--- config.mk ---
export PLATFORM = sky130hd
export DESIGN_NAME = prbs9_bert_ctrl
export DESIGN_NICKNAME = d
export VERILOG_FILES = /design/src/rtl/prbs_pkg.sv /design/src/rtl/prbs9_sync_checker.sv /design/src/rtl/prbs9_bert_ctrl.sv
export SDC_FILE = /design/constraint.sdc
export NUM_CORES = 1
export LEC_CHECK = 0
export ABC_AREA = 1
export BUFFER_PORTS_ARGS = -buffer_cell sky130_fd_sc_hd__clkbuf_2
export CAP_MARGIN = 10
export CORE_MARGIN = 3
export CORE_UTILIZATION = 43
export CTS_CLUSTER_SIZE = 28
export DETAILED_ROUTE_END_ITERATION = 8
export GPL_TIMING_DRIVEN = 0
export PLACE_DENSITY = 0.72
export SLEW_MARGIN = 20
export SYNTH_ARGS = -nofsm -noshare
export SYNTH_HDL_FRONTEND = slang
export SYNTH_SLANG_ARGS = --single-unit
--- constraint.sdc ---
create_clock -name clk -period 2 [get_ports clk]
set_input_delay 0.2 -clock clk [delete_from_list [all_inputs] [get_ports clk]]
set_output_delay 0.2 -clock clk [all_outputs]
set_load 0.005 [all_outputs]
--- src/rtl/prbs_pkg.sv ---
// Shared PRBS9 definitions: polynomial constants, BERT FSM state type, predictor helper.
// Latency: n/a (package only).
// Backpressure: n/a (package only).
package prbs_pkg;

  // x^9 + x^5 + 1 on a 9-bit register; new bit enters bit 0.
  localparam int PRBS9_LEN   = 9;
  localparam int PRBS9_TAP_A = 8;
  localparam int PRBS9_TAP_B = 4;

  typedef enum logic [1:0] {
    IDLE    = 2'd0,
    SYNC    = 2'd1,
    MEASURE = 2'd2,
    DONE    = 2'd3
  } bert_state_t;

  // Next PRBS9 bit implied by the current register contents.
  function automatic logic prbs9_predict(input logic [PRBS9_LEN-1:0] s);
    return s[PRBS9_TAP_A] ^ s[PRBS9_TAP_B];
  endfunction

endpackage

--- src/rtl/prbs9_sync_checker.sv ---
// PRBS9 reference register with fill/match tracking; flags lock and per-bit mismatch.
// Latency: mismatch is combinational on the current bit; lock_hit reflects registered match count.
// Backpressure: none; state advances only on shift_en, otherwise frozen.
module prbs9_sync_checker
  import prbs_pkg::*;
#(
  parameter int SYNC_LEN = 32
) (
  input  logic clk,
  input  logic rst,
  input  logic clr,
  input  logic shift_en,
  input  logic free_run,
  input  logic rx_bit,
  output logic mismatch,
  output logic lock_hit
);

  localparam int MATCH_W = $clog2(SYNC_LEN + 1);
  localparam int FILL_W  = $clog2(PRBS9_LEN + 1);

  logic [PRBS9_LEN-1:0] s;
  logic [FILL_W-1:0]    fill;
  logic [MATCH_W-1:0]   match_cnt;
  logic                 pred;
  logic                 filled;
  logic                 s_zero;

  assign pred     = prbs9_predict(s);
  assign filled   = (fill == FILL_W'(PRBS9_LEN));
  assign s_zero   = (s == '0);
  assign mismatch = rx_bit ^ pred;
  assign lock_hit = (match_cnt == MATCH_W'(SYNC_LEN));

  // Shift the reference and track consecutive correct predictions. In free-run
  // the register feeds itself so a channel error cannot corrupt the reference.
  always_ff @(posedge clk) begin
    if (!rst || clr) begin
      s         <= '0;
      fill      <= '0;
      match_cnt <= '0;
    end else if (shift_en) begin
      s <= {s[PRBS9_LEN-2:0], (free_run ? pred : rx_bit)};
      if (!free_run) begin
        if (!filled) begin
          fill <= fill + 1'b1;
        end else if (!mismatch && !s_zero) begin
          // All-zero register predicts zeros forever; never let it build lock.
          if (!lock_hit) begin
            match_cnt <= match_cnt + 1'b1;
          end
        end else begin
          match_cnt <= '0;
        end
      end
    end
  end

endmodule

--- src/rtl/prbs9_bert_ctrl.sv ---
// PRBS9 BERT controller: enables the generator, syncs to loopback, counts bits/errors over a window.
// Latency: all outputs registered; done pulses one cycle after the last counted bit.
// Backpressure: none; rx_valid=0 freezes the reference and counters, abort returns to IDLE.
module prbs9_bert_ctrl
  import prbs_pkg::*;
#(
  parameter int CNT_W        = 32,
  parameter int SYNC_LEN     = 32,
  parameter int SYNC_TIMEOUT = 4096
) (
  input  logic             clk,
  input  logic             rst,
  input  logic             start,
  input  logic             abort,
  input  logic [CNT_W-1:0] n_bits,
  input  logic             rx_bit,
  input  logic             rx_valid,
  output logic             gen_enable,
  output logic             busy,
  output logic             locked,
  output logic             done,
  output logic             sync_fail,
  output logic [CNT_W-1:0] bit_cnt,
  output logic [CNT_W-1:0] err_cnt
);

  localparam int SB_W = $clog2(SYNC_TIMEOUT + 1);

  bert_state_t      state;
  logic [CNT_W-1:0] n_bits_q;
  logic [SB_W-1:0]  sync_bits;

  logic in_sync;
  logic in_meas;
  logic meas_open;
  logic clr_sync;
  logic shift_en;
  logic mismatch;
  logic lock_hit;
  logic timeout;

  assign in_sync   = (state == SYNC);
  assign in_meas   = (state == MEASURE);
  assign meas_open = (bit_cnt != n_bits_q);
  assign clr_sync  = (state == IDLE) && start;
  assign timeout   = (sync_bits == SB_W'(SYNC_TIMEOUT));
  // Once the window is full, later bits must not advance the reference or counters.
  assign shift_en  = rx_valid && !abort && (in_sync || (in_meas && meas_open));

  prbs9_sync_checker #(
    .SYNC_LEN (SYNC_LEN)
  ) u_sync (
    .clk      (clk),
    .rst      (rst),
    .clr      (clr_sync),
    .shift_en (shift_en),
    .free_run (in_meas),
    .rx_bit   (rx_bit),
    .mismatch (mismatch),
    .lock_hit (lock_hit)
  );

  // Test sequencing, result counters and registered flag outputs.
  always_ff @(posedge clk) begin
    if (!rst) begin
      state      <= IDLE;
      n_bits_q   <= '0;
      sync_bits  <= '0;
      gen_enable <= 1'b0;
      busy       <= 1'b0;
      locked     <= 1'b0;
      done       <= 1'b0;
      sync_fail  <= 1'b0;
      bit_cnt    <= '0;
      err_cnt    <= '0;
    end else begin
      done <= 1'b0;
      case (state)
        IDLE: begin
          if (start) begin
            n_bits_q   <= n_bits;
            sync_bits  <= '0;
            bit_cnt    <= '0;
            err_cnt    <= '0;
            sync_fail  <= 1'b0;
            gen_enable <= 1'b1;
            busy       <= 1'b1;
            state      <= SYNC;
          end
        end

        SYNC: begin
          if (abort) begin
            gen_enable <= 1'b0;
            busy       <= 1'b0;
            state      <= IDLE;
          end else begin
            if (rx_valid && !timeout) begin
              sync_bits <= sync_bits + 1'b1;
            end
            // Lock takes precedence over a coincident timeout.
            if (lock_hit) begin
              locked <= 1'b1;
              state  <= MEASURE;
            end else if (timeout) begin
              sync_fail  <= 1'b1;
              gen_enable <= 1'b0;
              busy       <= 1'b0;
              done       <= 1'b1;
              state      <= DONE;
            end
          end
        end

        MEASURE: begin
          if (abort) begin
            gen_enable <= 1'b0;
            busy       <= 1'b0;
            locked     <= 1'b0;
            state      <= IDLE;
          end else if (!meas_open) begin
            gen_enable <= 1'b0;
            busy       <= 1'b0;
            locked     <= 1'b0;
            done       <= 1'b1;
            state      <= DONE;
          end else if (rx_valid) begin
            bit_cnt <= bit_cnt + 1'b1;
            if (mismatch && (err_cnt != '1)) begin
              err_cnt <= err_cnt + 1'b1;
            end
          end
        end

        DONE: begin
          state <= IDLE;
        end

        default: begin
          gen_enable <= 1'b0;
          busy       <= 1'b0;
          locked     <= 1'b0;
          state      <= IDLE;
        end
      endcase
    end
  end

endmodule

==> run metrics <==
Tmin final=1.96 ns; Crit path arrival time=2.26 ns; cell area after synthesis=8170 um^2; Clock Sinks=134; crit path setup slack, layout=0.0365 ns; initial antenna violation count=0; Clk Latency, worst-skew pair=0.43 ns; crit-path cells=inv_2 -> ha_2 -> buf_6 -> clkinvlp_4 -> buf_6 -> o21ai_4 -> nand4_4 -> buf_4 -> clkbuf_16 -> nand2_1 -> a21oi_2; register area share after synthesis=0.328; largest net degree at the start of global routing=17; starting density of the core=0.446; # hold bufs at CTS=0; Hold WS=0.0203 ns; Setup-failing EPs final=0; Worst Path Max Fanout=7; count of TritonRoute iterations in the first routing pass=5; syn nets=1,333; HPWL after detailed placement=18.4 mm; FILL cells=1,802; Syn Area/Cell=6.37 um^2; root buffer cell=clkbuf_16; RD Place Congestion=0.972; Setup TNS=0 ns; Vias=8,705; reg-to-reg endpoint=err_cnt[7]$_SDFFE_PN0P_; fmax=0.509 GHz; CTS tree=yes; # Max-Cap Violations=0; element type at the critical path end=register; drt wl/cell=14.9 um; die area=20,700 um^2; DR iter-0 viols=696; ANT cells=0; max_slew headroom=0.582; post-synthesis cell type count=38; total gr overflow=0; Synth Register Bits=134; period utilization=0.982; Worst Tran Pin Value=0.628 ns; drc violations=0; Core Rows=49; Worst-path clk slew=0.06 ns; cell count of the worst reg-to-reg path=11; max incr delay on CP=0.34 ns; clk buf depth=2; most frequent cells in the layout=nand2_1 (294), nor2_1 (252), clkbuf_2 (112); total CTS buffers=17; antenna-violating nets left=0; Place WS=-0.426 ns; Total GRT Usage=0.236; Die X=144 um; worst setup path class=reg2reg; Area Growth Syn to Fin=23.2%; VDD IR-drop max=0.844 mV; beginning of the worst register-to-register path=state[0]$_SDFFE_PN0P_; via/cell ratio=5.23; synth warn=0; CP top delay family=buffers and inverters; core area=18,300 um^2; total power=10.9 mW; Max Slew Vio Count=0; final setup skew=0.00912 ns; DIE HEIGHT=144 um; Hold WC Path Type=in2reg; first-pass GRT wire length=39.1 mm; Worst Path Buf+Inv=6; RSZ-0062 raised after global routing=true; Cell Pwr Density=1090 nW/um^2; Max H-tree Level=4; Hold Path Cell Cnt=3; Endpoint, Worst Hold=n_bits_q[10]$_SDFFE_PN0P_; outcome=complete, no violations; Fin. Hold Viols=0; share of cells above drive strength 1=0.207; crit path launch type=register; critical hold path startpoint=n_bits[10]; PortBufs=105; most common cell after layout, fill and taps aside=nand2_1; most used cell along the critical path=buf_6; final core occ=0.549; final WL=24.8 mm; Pleak=3.76 nW; I/O pin total=107; Slowest cell on crit path=dfxtp_2; Worst R2R Setup Slack=0.04 ns; Final #Nets=1,475; Gate Count Post-Synth=1,283; Worst Path Required=2.29 ns; number of global-route vias before repair=7,800
## per-stage QoR
stage / std cells / instance area, um^2
after floorplan: 1283 / 8170
after global placement: 1617 / 8980
after detailed placement: 1617 / 8980
after CTS: 1649 / 9620
after global routing: 1666 / 10100
final: 1666 / 10100
## tightest hold or removal path, cell delays in order
cell      delay [ns]
clkbuf_2        0.07
o21ai_0         0.07
nor2_1          0.07
## cells in the mapped netlist
library cell	number	area [um^2]
nand2_1	297	1110
nor2_1	266	998
dfxtp_1	134	2680
inv_1	100	375
nand3_1	92	460
a21oi_1	81	405
o21ai_0	56	280
nor3_1	55	275
xor2_1	48	420
xnor2_1	33	289
clkbuf_1	28	105
nand4_1	20	125
ha_1	12	150
buf_4	9	67.6
buf_2	7	35.0
inv_2	6	22.5
buf_6	5	56.3
nand2_2	4	25.0
nand2_4	4	45.0
a211oi_1	2	15.0
buf_1	2	7.51
nand3_2	2	20.0
nand4_4	2	42.5
nor2_2	2	12.5
nor2_4	2	22.5
nor3_2	2	20.0
a21oi_2	1	8.76
a32o_1	1	10.0
and2_1	1	6.26
clkbuf_2	1	5.00
inv_4	1	6.26
nand3_4	1	17.5
nand3b_1	1	7.51
nor3b_1	1	7.51
nor4_1	1	6.26
nor4_2	1	12.5
o21ai_1	1	5.00
or2_2	1	6.26
## cell families after synthesis
group,synth area share
flops,0.328
xor+xnor,0.0868
compound gates,0.0886
simple gates,0.395
buf+inv,0.0833
fa+ha+maj,0.0184
## power breakdown
group / leakage [nW] / switching (mW) / total [mW] / internal (mW)
registers: 1.10 / 0.302 / 3.31 / 3.01
logic: 2.40 / 3.06 / 4.81 / 1.75
clock network: 0.253 / 1.22 / 2.81 / 1.59
total: 3.76 / 4.58 / 10.9 / 6.35
## cell type report
class / instances / area [um^2] / area share
Multi-Input combinational cell: 990 / 5090 / 0.506
Sequential cell: 134 / 2720 / 0.270
Timing Repair Buffer: 125 / 708 / 0.0703
Clock buffer: 18 / 439 / 0.0436
Inverter: 107 / 408 / 0.0405
Buffer: 50 / 325 / 0.0323
Tap cell: 229 / 287 / 0.0285
Clock inverter: 13 / 86.3 / 0.00857
## sequential cells by signal, summed over array words and instances, names as in the netlist
signal            cells
n_bits_q             32
u_sync.fill           4
state                 2
locked                1
sync_fail             1
u_sync.s              9
done                  1
u_sync.match_cnt      6
busy                  1
bit_cnt              32
err_cnt              32
sync_bits            13
## routing by layer
metal	vias up	share of wire	global-route usage	wire length, um
li1	4396	-	-	-
met1	3999	0.47	0.325	11700
met2	272	0.45	0.369	11200
met3	38	0.059	0.0456	1480
met4	0	0.018	0.0803	455
met5	-	0	0	0
## worst max path at each step
stage	start	to	slack (ns)	depth (start not counted)
after floorplan	state[0]$_SDFFE_PN0P_	err_cnt[6]$_SDFFE_PN0P_	0.20	9
after global placement	state[0]$_SDFFE_PN0P_	err_cnt[23]$_SDFFE_PN0P_	-0.45	9
after detailed placement	state[0]$_SDFFE_PN0P_	err_cnt[23]$_SDFFE_PN0P_	-0.43	9
after CTS	state[0]$_SDFFE_PN0P_	bit_cnt[12]$_SDFFE_PN0P_	-0.003	10
after global routing	state[0]$_SDFFE_PN0P_	err_cnt[4]$_SDFFE_PN0P_	-0.05	12
final	state[0]$_SDFFE_PN0P_	err_cnt[7]$_SDFFE_PN0P_	0.04	11
## what timing repair did
action / in CTS / in global routing
gates resized for setup: 34 / 115
setup buffers: 1 / 17
pin swaps: 3 / 9
gates cloned: 0 / 2
endpoints found under the setup margin: 83 / 99
Power figures use the tool's default switching activity.
